[src/rtl/tl_ul_rr_arbiter.sv]
// tl_ul_rr_arbiter: N-master to 1-slave TileLink-UL arbiter.
// Round-robin grant with burst lock on multi-beat Puts, per-master
// outstanding-message limit, and D-channel routing by the master index
// prepended to the A-channel source.
// Optional build macro TL_ARB_STARVE_EN adds STARVE_LIMIT and per-master
// wait counters that let a starved master override round-robin.
module tl_ul_rr_arbiter #(
  parameter int NUM_MASTERS = 2,
  parameter int ADDR_W      = 32,
  parameter int DATA_W      = 32,
  parameter int SRC_W       = 1,
  parameter int SIZE_W      = 4,
  parameter int MAX_OUT     = 4
`ifdef TL_ARB_STARVE_EN
  ,
  parameter int STARVE_LIMIT = 16
`endif
) (
  input  logic                                 clk,
  input  logic                                 rst_n,
  input  logic [NUM_MASTERS*3-1:0]             m_a_opcode,
  input  logic [NUM_MASTERS*3-1:0]             m_a_param,
  input  logic [NUM_MASTERS*SIZE_W-1:0]        m_a_size,
  input  logic [NUM_MASTERS*SRC_W-1:0]         m_a_source,
  input  logic [NUM_MASTERS*ADDR_W-1:0]        m_a_address,
  input  logic [NUM_MASTERS*(DATA_W/8)-1:0]    m_a_mask,
  input  logic [NUM_MASTERS*DATA_W-1:0]        m_a_data,
  input  logic [NUM_MASTERS-1:0]               m_a_corrupt,
  input  logic [NUM_MASTERS-1:0]               m_a_valid,
  output logic [NUM_MASTERS-1:0]               m_a_ready,
  output logic [NUM_MASTERS*3-1:0]             m_d_opcode,
  output logic [NUM_MASTERS*2-1:0]             m_d_param,
  output logic [NUM_MASTERS*SIZE_W-1:0]        m_d_size,
  output logic [NUM_MASTERS*SRC_W-1:0]         m_d_source,
  output logic [NUM_MASTERS-1:0]               m_d_denied,
  output logic [NUM_MASTERS*DATA_W-1:0]        m_d_data,
  output logic [NUM_MASTERS-1:0]               m_d_corrupt,
  output logic [NUM_MASTERS-1:0]               m_d_valid,
  input  logic [NUM_MASTERS-1:0]               m_d_ready,
  output logic [2:0]                           s_a_opcode,
  output logic [2:0]                           s_a_param,
  output logic [SIZE_W-1:0]                    s_a_size,
  output logic [SRC_W+$clog2(NUM_MASTERS)-1:0] s_a_source,
  output logic [ADDR_W-1:0]                    s_a_address,
  output logic [DATA_W/8-1:0]                  s_a_mask,
  output logic [DATA_W-1:0]                    s_a_data,
  output logic                                 s_a_corrupt,
  output logic                                 s_a_valid,
  input  logic                                 s_a_ready,
  input  logic [2:0]                           s_d_opcode,
  input  logic [1:0]                           s_d_param,
  input  logic [SIZE_W-1:0]                    s_d_size,
  input  logic [SRC_W+$clog2(NUM_MASTERS)-1:0] s_d_source,
  input  logic                                 s_d_denied,
  input  logic [DATA_W-1:0]                    s_d_data,
  input  logic                                 s_d_corrupt,
  input  logic                                 s_d_valid,
  output logic                                 s_d_ready
);

  localparam int IDX_W     = $clog2(NUM_MASTERS);
  localparam int BYTES     = DATA_W / 8;
  localparam int LOG_BYTES = $clog2(BYTES);
  localparam int CNT_W     = $clog2(MAX_OUT + 1);
  localparam int BEAT_W    = 16;

  // Beats beyond the first for a message; burst_op selects Put (A) or AccessAckData (D).
  function automatic logic [BEAT_W-1:0] extra_beats(input logic burst_op,
                                                    input logic [SIZE_W-1:0] size);
    if (burst_op && int'(size) > LOG_BYTES)
      return BEAT_W'((1 << (int'(size) - LOG_BYTES)) - 1);
    return '0;
  endfunction

  logic                   lock;
  logic [IDX_W-1:0]       owner;
  logic [BEAT_W-1:0]      beat_cnt;
  logic [IDX_W-1:0]       rr_ptr;
  logic [CNT_W-1:0]       out_cnt [NUM_MASTERS];
  logic [BEAT_W-1:0]      d_beat_cnt;

  logic [NUM_MASTERS-1:0] elig;
  logic [IDX_W-1:0]       rr_grant;
  logic                   rr_found;
  logic [IDX_W-1:0]       grant;
  logic                   grant_ok;
  logic                   a_fire;
  logic [BEAT_W-1:0]      a_extra;
  logic [IDX_W-1:0]       d_idx;
  logic                   d_hit;
  logic                   d_fire;
  logic                   d_last;
  logic [BEAT_W-1:0]      d_extra;

`ifdef TL_ARB_STARVE_EN
  localparam int WAIT_W = $clog2(STARVE_LIMIT + 1);
  logic [WAIT_W-1:0] wait_cnt [NUM_MASTERS];
  logic              starve_hit;
  logic [IDX_W-1:0]  starve_idx;

  // Lowest-index eligible master whose wait counter has hit the limit.
  always_comb begin
    starve_hit = 1'b0;
    starve_idx = '0;
    for (int i = NUM_MASTERS - 1; i >= 0; i--) begin
      if (elig[i] && wait_cnt[i] >= WAIT_W'(STARVE_LIMIT)) begin
        starve_hit = 1'b1;
        starve_idx = IDX_W'(i);
      end
    end
  end

  // Wait counters: count cycles eligible-but-not-granted, clear on grant.
  always_ff @(posedge clk or negedge rst_n) begin
    if (!rst_n) begin
      for (int i = 0; i < NUM_MASTERS; i++) wait_cnt[i] <= '0;
    end else begin
      for (int i = 0; i < NUM_MASTERS; i++) begin
        if (s_a_valid && grant == IDX_W'(i)) wait_cnt[i] <= '0;
        else if (elig[i] && wait_cnt[i] < WAIT_W'(STARVE_LIMIT)) wait_cnt[i] <= wait_cnt[i] + 1'b1;
      end
    end
  end
`endif

  // Eligibility and round-robin scan starting just after the last winner.
  always_comb begin
    // NOTE: every variable gets a default first so no path can infer a latch.
    elig     = '0;
    rr_grant = '0;
    rr_found = 1'b0;
    for (int i = 0; i < NUM_MASTERS; i++)
      elig[i] = m_a_valid[i] && (out_cnt[i] < CNT_W'(MAX_OUT));
    for (int k = 1; k <= NUM_MASTERS; k++) begin
      if (!rr_found && elig[(int'(rr_ptr) + k) % NUM_MASTERS]) begin
        rr_found = 1'b1;
        rr_grant = IDX_W'((int'(rr_ptr) + k) % NUM_MASTERS);
      end
    end
  end

  // Final grant: burst owner first, then starvation override, then round-robin.
  always_comb begin
    grant    = rr_grant;
    grant_ok = rr_found;
`ifdef TL_ARB_STARVE_EN
    if (starve_hit) begin
      grant    = starve_idx;
      grant_ok = 1'b1;
    end
`endif
    if (lock) begin
      grant    = owner;
      grant_ok = 1'b1;
    end
  end

  // A-channel mux from the granted master; everything held quiet in reset.
  always_comb begin
    s_a_opcode  = m_a_opcode[int'(grant)*3 +: 3];
    s_a_param   = m_a_param[int'(grant)*3 +: 3];
    s_a_size    = m_a_size[int'(grant)*SIZE_W +: SIZE_W];
    s_a_source  = {grant, m_a_source[int'(grant)*SRC_W +: SRC_W]};
    s_a_address = m_a_address[int'(grant)*ADDR_W +: ADDR_W];
    s_a_mask    = m_a_mask[int'(grant)*BYTES +: BYTES];
    s_a_data    = m_a_data[int'(grant)*DATA_W +: DATA_W];
    s_a_corrupt = m_a_corrupt[grant];
    s_a_valid   = rst_n && grant_ok && m_a_valid[grant];
    m_a_ready   = '0;
    m_a_ready[grant] = rst_n && grant_ok && s_a_ready;
  end

  assign a_fire  = s_a_valid && s_a_ready;
  assign a_extra = extra_beats(s_a_opcode == 3'd0 || s_a_opcode == 3'd1, s_a_size);

  // D-channel routing by the index in the upper source bits; unknown index is sunk.
  assign d_idx = s_d_source[SRC_W +: IDX_W];
  assign d_hit = int'(d_idx) < NUM_MASTERS;

  always_comb begin
    m_d_valid = '0;
    s_d_ready = 1'b0;
    if (rst_n) begin
      if (d_hit) begin
        m_d_valid[d_idx] = s_d_valid;
        s_d_ready        = m_d_ready[d_idx];
      end else begin
        s_d_ready = 1'b1;
      end
    end
  end

  assign m_d_opcode  = {NUM_MASTERS{s_d_opcode}};
  assign m_d_param   = {NUM_MASTERS{s_d_param}};
  assign m_d_size    = {NUM_MASTERS{s_d_size}};
  assign m_d_source  = {NUM_MASTERS{s_d_source[SRC_W-1:0]}};
  assign m_d_denied  = {NUM_MASTERS{s_d_denied}};
  assign m_d_data    = {NUM_MASTERS{s_d_data}};
  assign m_d_corrupt = {NUM_MASTERS{s_d_corrupt}};

  assign d_fire  = s_d_valid && s_d_ready && d_hit;
  assign d_extra = extra_beats(s_d_opcode == 3'd1, s_d_size);
  assign d_last  = d_fire && ((d_beat_cnt == '0 && d_extra == '0) ||
                              d_beat_cnt == BEAT_W'(1));

  // Burst lock, beat countdown and round-robin pointer.
  always_ff @(posedge clk or negedge rst_n) begin
    // NOTE: non-blocking assignments for all state so every flop samples pre-edge values.
    if (!rst_n) begin
      lock     <= 1'b0;
      owner    <= '0;
      beat_cnt <= '0;
      rr_ptr   <= IDX_W'(NUM_MASTERS - 1);
    end else if (a_fire) begin
      if (lock) begin
        if (beat_cnt == BEAT_W'(1)) begin
          lock     <= 1'b0;
          beat_cnt <= '0;
          rr_ptr   <= owner;
        end else begin
          beat_cnt <= beat_cnt - 1'b1;
        end
      end else if (a_extra != '0) begin
        lock     <= 1'b1;
        owner    <= grant;
        beat_cnt <= a_extra;
      end else begin
        rr_ptr <= grant;
      end
    end
  end

  // D beat counter so only the last beat of AccessAckData retires a message.
  always_ff @(posedge clk or negedge rst_n) begin
    if (!rst_n) d_beat_cnt <= '0;
    else if (d_fire) d_beat_cnt <= (d_beat_cnt == '0) ? d_extra : d_beat_cnt - 1'b1;
  end

  // Per-master outstanding counters, saturating in both directions.
  always_ff @(posedge clk or negedge rst_n) begin
    if (!rst_n) begin
      // NOTE: out_cnt is a small flop array, not a RAM, so each element is reset.
      for (int i = 0; i < NUM_MASTERS; i++) out_cnt[i] <= '0;
    end else begin
      for (int i = 0; i < NUM_MASTERS; i++) begin
        if (a_fire && !lock && grant == IDX_W'(i)) begin
          if (!(d_last && d_idx == IDX_W'(i)) && out_cnt[i] != CNT_W'(MAX_OUT))
            out_cnt[i] <= out_cnt[i] + 1'b1;
        end else if (d_last && d_idx == IDX_W'(i) && out_cnt[i] != '0) begin
          out_cnt[i] <= out_cnt[i] - 1'b1;
        end
      end
    end
  end

endmodule

[config.mk]
export PLATFORM = sky130hd
export DESIGN_NAME = tl_ul_rr_arbiter
export DESIGN_NICKNAME = d
export VERILOG_FILES = /design/src/rtl/tl_ul_rr_arbiter.sv
export SDC_FILE = /design/constraint.sdc
export NUM_CORES = 1
export LEC_CHECK = 0
export CAP_MARGIN = 15
export CORE_AREA = 2 2 150 152
export DETAILED_ROUTE_END_ITERATION = 8
export DIE_AREA = 0 0 152 154
export SLEW_MARGIN = 20
export SYNTH_ARGS = -nofsm -noshare
export SYNTH_HDL_FRONTEND = slang
export SYNTH_SLANG_ARGS = --single-unit
[constraint.sdc]
create_clock -name clk -period 11.3 [get_ports clk]
set_input_delay 3.39 -clock clk [delete_from_list [all_inputs] [get_ports clk]]
set_output_delay 3.39 -clock clk [all_outputs]
set_load 0.01 [all_outputs]
# After elaboration in Yosys (flattened, before gate mapping)
# Cells that the tools add are included.
# Widths: inputs -> output; s select.
totals:
  ff_bits: 41
  output_inout_bits: 175
  inputBits: 213
classes:
  bitwise: 7
  muxes: 46
  add_sub_neg: 12
  eq_ne: 10
  multipliers: 1
  n_reduce_logical: 43
  order_cmp: 10
  n_shift: 9
ops:
  columns: ["operator", "n"]
  rows:
  - ["$mux 16", 8]
  - ["$shiftx 64x7->32", 2]
  - ["$shl 1x32->16 const A", 2]
  - ["$eq 16x1->1 const B", 2]
  - ["$logic_not 16->1", 2]
  - ["$shiftx 6x32->3", 1]
  - ["$sub 16x1->16 const B", 2]
  - ["$sub 16x2->16 const B", 2]
  - ["$mux 1", 29]
  - ["$logic_and 1x1->1", 23]
  - ["$mux 3", 6]
  - ["$reduce_bool 16->1", 1]
  - ["$shiftx 8x4->4", 2]
  - ["$sub 4x2->5 const B", 2]
  - ["$gt 4x2->1 const B", 2]
  - ["$add 3x1->3 const B", 2]
  - ["$eq 3x1->1 const B", 2]
  - ["$lt 2x3->1 const B", 2]
  - ["$lt 3x3->1 const B", 2]
  - ["$ne 2x1->1 const B", 3]
  - ["$ne 3x3->1 const B", 2]
  - ["$reduce_and 2->1", 3]
  - ["$reduce_and 3->1", 2]
  - ["$reduce_bool 2->1", 3]
  - ["17 further kinds", 31]

# Depth between registers and ports, before layout
logic_depth:
  word_depth: 20
  mapped_depth: 24

# Least setup slack after synthesis
# OpenSTA, ideal clock, no wires.
synth_timing:
  path_kind: "input -> output"
  startpoint: "input m_a_valid[0]"
  endpoint: "output s_a_address[0]"
  t_required_ps: 7910
  cell_stages: 6
  path_slack_ps: 3002
  arrival_time_ps: 4908
  cell_sequence: "and3b_1 > o31a_1 > buf_6 > clkbuf_1 > clkbuf_1 > mux2_2"
synth_via:
  elab_chain_cells: 10
  word_cells_on_any_way: 14
  cone_classes: "1 x shift; 10 x mux; 3 x reduce/logical"
synth_rtl:
  columns: ["item", "line", "text"]
  rows:
  - ["start, declared", "29", "input logic [NUM_MASTERS-1:0] m_a_valid,"]
  - ["$logic_and 1x1->1 *", "133", "elig[i] = m_a_valid[i] && (out_cnt[i] < CNT_W'(MAX_OUT));"]
  - ["$mux 1 (implied by the code) (3 in a row)", "135", "if (!rr_found && elig[(int'(rr_ptr) + k) % NUM_MASTERS]) begin"]
  - ["$mux 1", "135", null]
  - ["$logic_not 1->1", "135", null]
  - ["$logic_and 1x1->1", "135", null]
  - ["$mux 1 *", "135", null]
  - ["$mux 1 *", "152", "if (lock) begin"]
  - ["$shiftx 64x7->32 *", "164", "s_a_address = m_a_address[int'(grant)*ADDR_W +: ADDR_W];"]
  - ["end, declared", "44", "output logic [ADDR_W-1:0] s_a_address,"]
# Every way passes the cells marked *; elsewhere a longest branch is shown, timed or not. The select of a mux whose other input is x is not followed.

# Worst setup path after layout
layout_timing:
  startpoint: "input m_a_valid[0]"
  endpoint: "output s_a_data[13]"
layout_via:
  elab_chain_cells: 10
  word_cells_on_any_way: 14
  cone_classes: "1 x shift; 10 x mux; 3 x reduce/logical"
layout_rtl:
  columns: ["item", "line", "text"]
  rows:
  - ["$logic_and 1x1->1 *", "133", null]
  - ["$mux 1 (implied by the code) (3 in a row)", "135", null]
  - ["$mux 1", "135", null]
  - ["$logic_not 1->1", "135", null]
  - ["$logic_and 1x1->1", "135", null]
  - ["$mux 1 *", "135", null]
  - ["$mux 1 *", "152", null]
  - ["$shiftx 64x7->32 *", "166", "s_a_data = m_a_data[int'(grant)*DATA_W +: DATA_W];"]
  - ["end, declared", "46", "output logic [DATA_W-1:0] s_a_data,"]
# Marked as above.

==> flow_metrics.py <==
metrics = {
    "run_status": {
        "run_status": "finished, final reports clean",
    },
    "critical_path": {
        "worstPathBufferInverterCount": 4,
        "timing.critical_path.cells": "clkdlybuf4s50_1 -> and3b_1 -> o31a_2 -> buf_12 -> buf_4 -> mux2_2 -> clkdlybuf4s50_1",
        "cp.required_ps": 7910,
        "reg2reg_depth": 19,
        "worst_r2r_endpoint": "beat_cnt[0]",
        "path_delay_family": "buffers and inverters",
        "critPathCaptureType": "output pin",
        "reg_to_reg_startpoint": "rr_ptr",
        "crit_path_start_kind": "input pin",
        "critical_path.max_stage_delay_ps": 690,
        "crit_path_top_delay_cell": "o31a_2",
        "crit_path_max_fanout": 49,
        "arrival_ps": 6350,
        "worstSetupPathType": "input pin to output pin",
        "timing.critical_path.mode_cell": "clkdlybuf4s50_1",
        "worst-r2r-setup-slack_ps": 5260,
    },
    "worst_hold_path": {
        "hold_path_depth": 1,
        "hold_class": "register to register",
        "timing.hold.worst.start": "beat_cnt[14]",
        "worst_hold_path.endpoint": "beat_cnt[14]",
    },
    "logic_synthesis": {
        "synthesized_area_per_cell_um2": 8.318,
        "synth.cell_area_um2": 5557,
        "synth_warnings": 0,
        "synth.most_common_cell": "buf_4",
        "synth-edff-count": 0,
        "syn-instance-count": 668,
        "ys_seq_area_share_pct": 18.49,
        "post_synthesis_cell_type_count": 77,
        "ys_top_cells_by_count": "90 x buf_4, 78 x mux2_2, 54 x nor2_1",
        "synth_seq_cells": 41,
        "netlist.area_leader.share_pct": 18.01,
        "synth_async_sr_flop_share_pct": 100.0,
        "synth.top_cells.by_area": "dfrtp_1 18%, mux2_2 16%, buf_4 12%, ha_1 4.1%, nor2_1 3.6%",
        "postSynthNetCount": 901,
        "yosys_most_used_dff": "dfrtp_1",
        "post-synth-top-area-cell": "dfrtp_1",
    },
    "route": {
        "total_number_of_vias": 6014,
        "maxUsedRoutingLayer": "met5",
        "wl_met2_um": 14480,
        "drtIter0Drc": 554,
        "detailroute.wirelength.met3_um": 4100,
        "totalWireLength_um": 31750,
        "post_drt_antenna_nets": 0,
        "drc": 0,
        "average_routed_wire_per_standard_cell_um": 28.53,
        "m1WireLength_um": 12670,
        "detail_route.vias_per_cell": 5.403,
        "dr.pass1.iters": 7,
    },
    "pwr": {
        "peakVddDrop_uv": 107.6,
        "p_leak_uw": 0.002984,
        "power-per-cell-area_nw_per_um2": 201.8,
    },
    "cts": {
        "cts.htree.levels": 2,
        "clkTransAtPathRegs_ps": 70,
        "clk_path_buf_depth": 2,
        "clock_latency_ps": 290,
        "cts-resized-gates": 0,
        "cts_root_buf": "clkbuf_16",
        "clock_tree_sinks": 41,
        "cts_made_buffers": 5,
        "cts_tree": "done",
        "post-cts-setup-buffer-count": 0,
        "ctsHoldBuffers": 0,
    },
    "sta": {
        "hold_ws_ps": 489.7,
        "fin_worst_skew_ps": 9.770,
        "finalHoldViolations": 0,
        "fin_ws_ps": 1564,
        "final_period_minus_worst_setup_slack_ps": 9736,
        "fmax_mhz": 102.7,
        "timing.final.setup_violations": 0,
        "unrepaired_setup_endpoints_after_global_routing": "no",
        "tightest_slew_ps": 1019,
        "final_slew_viol_count": 0,
        "setup_tns_ps": 0,
        "finalCritPeriodShare_pct": 86.16,
        "timing.slew.headroom_pct": 30.96,
    },
    "floorplanning": {
        "initial_utilization_pct": 25.62,
        "floorplan.io_pins": 388,
        "die_height_um": 154,
        "floorplan.die_area_um2": 23410,
        "fp.dieW_um": 152,
        "num_rows": 54,
        "core-area_um2": 21690,
    },
    "global_route": {
        "overflow": 0,
        "grt_start_max_net_pins": 50,
        "grt_use_total_pct": 26.09,
        "grt_pass1_wl_um": 44200,
        "first_global_vias": 5688,
        "grt_antenna_before_repair": 9,
    },
    "flow_run": {
        "cap_viol_max_count": 0,
    },
    "cells_and_area": {
        "area_delta_synth_final_pct": 44.34,
        "fill_cells": 2211,
        "finish.net_count": 1064,
        "drive_above_1_share_pct": 14.06,
    },
    "placed_design": {
        "dp_slack_ps": 1613,
        "io_buffer_count": 276,
        "finalWeightedCongestion": 0.9854,
        "post-dp-hpwl_um": 27240,
    },
}
[registers in the layout (all words and copies together) (netlist names)]
signal / flops
d_beat_cnt: 16
lock: 1
out_cnt: 6
owner: 1
beat_cnt: 16
rr_ptr: 1
[worst max-delay path by stage]
stage	cells past startpoint	to	from
after floorplan	6	s_a_address[0]	m_a_valid[0]
after global placement	7	s_a_param[1]	m_a_valid[0]
after detailed placement	7	s_a_data[10]	m_a_valid[0]
after CTS	7	s_a_data[10]	m_a_valid[0]
after global routing	7	s_a_data[13]	m_a_valid[0]
final	7	s_a_data[13]	m_a_valid[0]
[through the flow]
stage | instances | util (%) | power [uW] | area (um2)
finish | 1113 | 36.98 | 1618 | 8020
global route | 1113 | 36.98 | 1712 | 8020
CTS | 1112 | 36.97 | 1608 | 8018
detailed placement | 1104 | 36.28 | 1453 | 7868
global placement | 1104 | 36.28 | 1449 | 7868
floorplan | 668 | - | 1021 | 5557
[power breakdown]
group / leakage (uW) / total, uW / internal, uW / switching [uW]
logic: 0.00241 / 1190 / 572 / 614
clock network: 0.0000704 / 148 / 83.1 / 64.5
registers: 0.000508 / 285 / 209 / 75.9
[layout make-up]
| class | instances | area [um2] | area share [%] |
|---|---|---|---|
| Antenna cell | 1 | 2.502 | 0.03120 |
| Timing Repair Buffer | 282 | 2815 | 35.10 |
| Sequential cell | 41 | 1027 | 12.81 |
| Tap cell | 280 | 350.3 | 4.368 |
| Multi-Input combinational cell | 477 | 3580 | 44.63 |
| Clock buffer | 5 | 125.1 | 1.560 |
| Inverter | 24 | 95.09 | 1.186 |
| Clock inverter | 3 | 25.02 | 0.3120 |
[placed cells by master, fill, tap and decap left out, types with 10 or more instances in the layout]
| cell | count |
|---|---|
| a21oi_1 | 40 |
| clkdlybuf4s50_1 | 275 |
| dfrtp_1 | 40 |
| ha_1 | 18 |
| inv_1 | 23 |
| mux2_2 | 78 |
| mux2i_1 | 11 |
| nand2_1 | 38 |
| nand3_1 | 10 |
| nor2_1 | 54 |
| nor3_1 | 24 |
| o21ai_0 | 32 |
| o221ai_1 | 12 |
| o22a_1 | 12 |
| o2bb2ai_1 | 15 |
[cells by family (layout without fill, tap and decap cells)]
kind of cell | Yosys count | after routing | share of synthesized area [%]
AOI/OAI and AO/OA | 165 | 165 | 21.77
buffers and inverters | 150 | 314 | 17.11
xor gates and xnor gates | 9 | 9 | 1.419
other | 0 | 1 | 0
and+or+nand+nor | 190 | 190 | 17.56
adders and majority gates | 20 | 20 | 4.774
DFF | 41 | 41 | 18.49
muxes | 93 | 93 | 18.87
[per-layer routing]
layer  vias to the layer above  GRT usage (%)
met3                        27          12.99
met2                       380          42.06
met4                         4          3.293
met5                         -          3.520
met1                      2909          31.97
li1                       2694              -
Note: power is estimated with default switching activity, not from simulation.
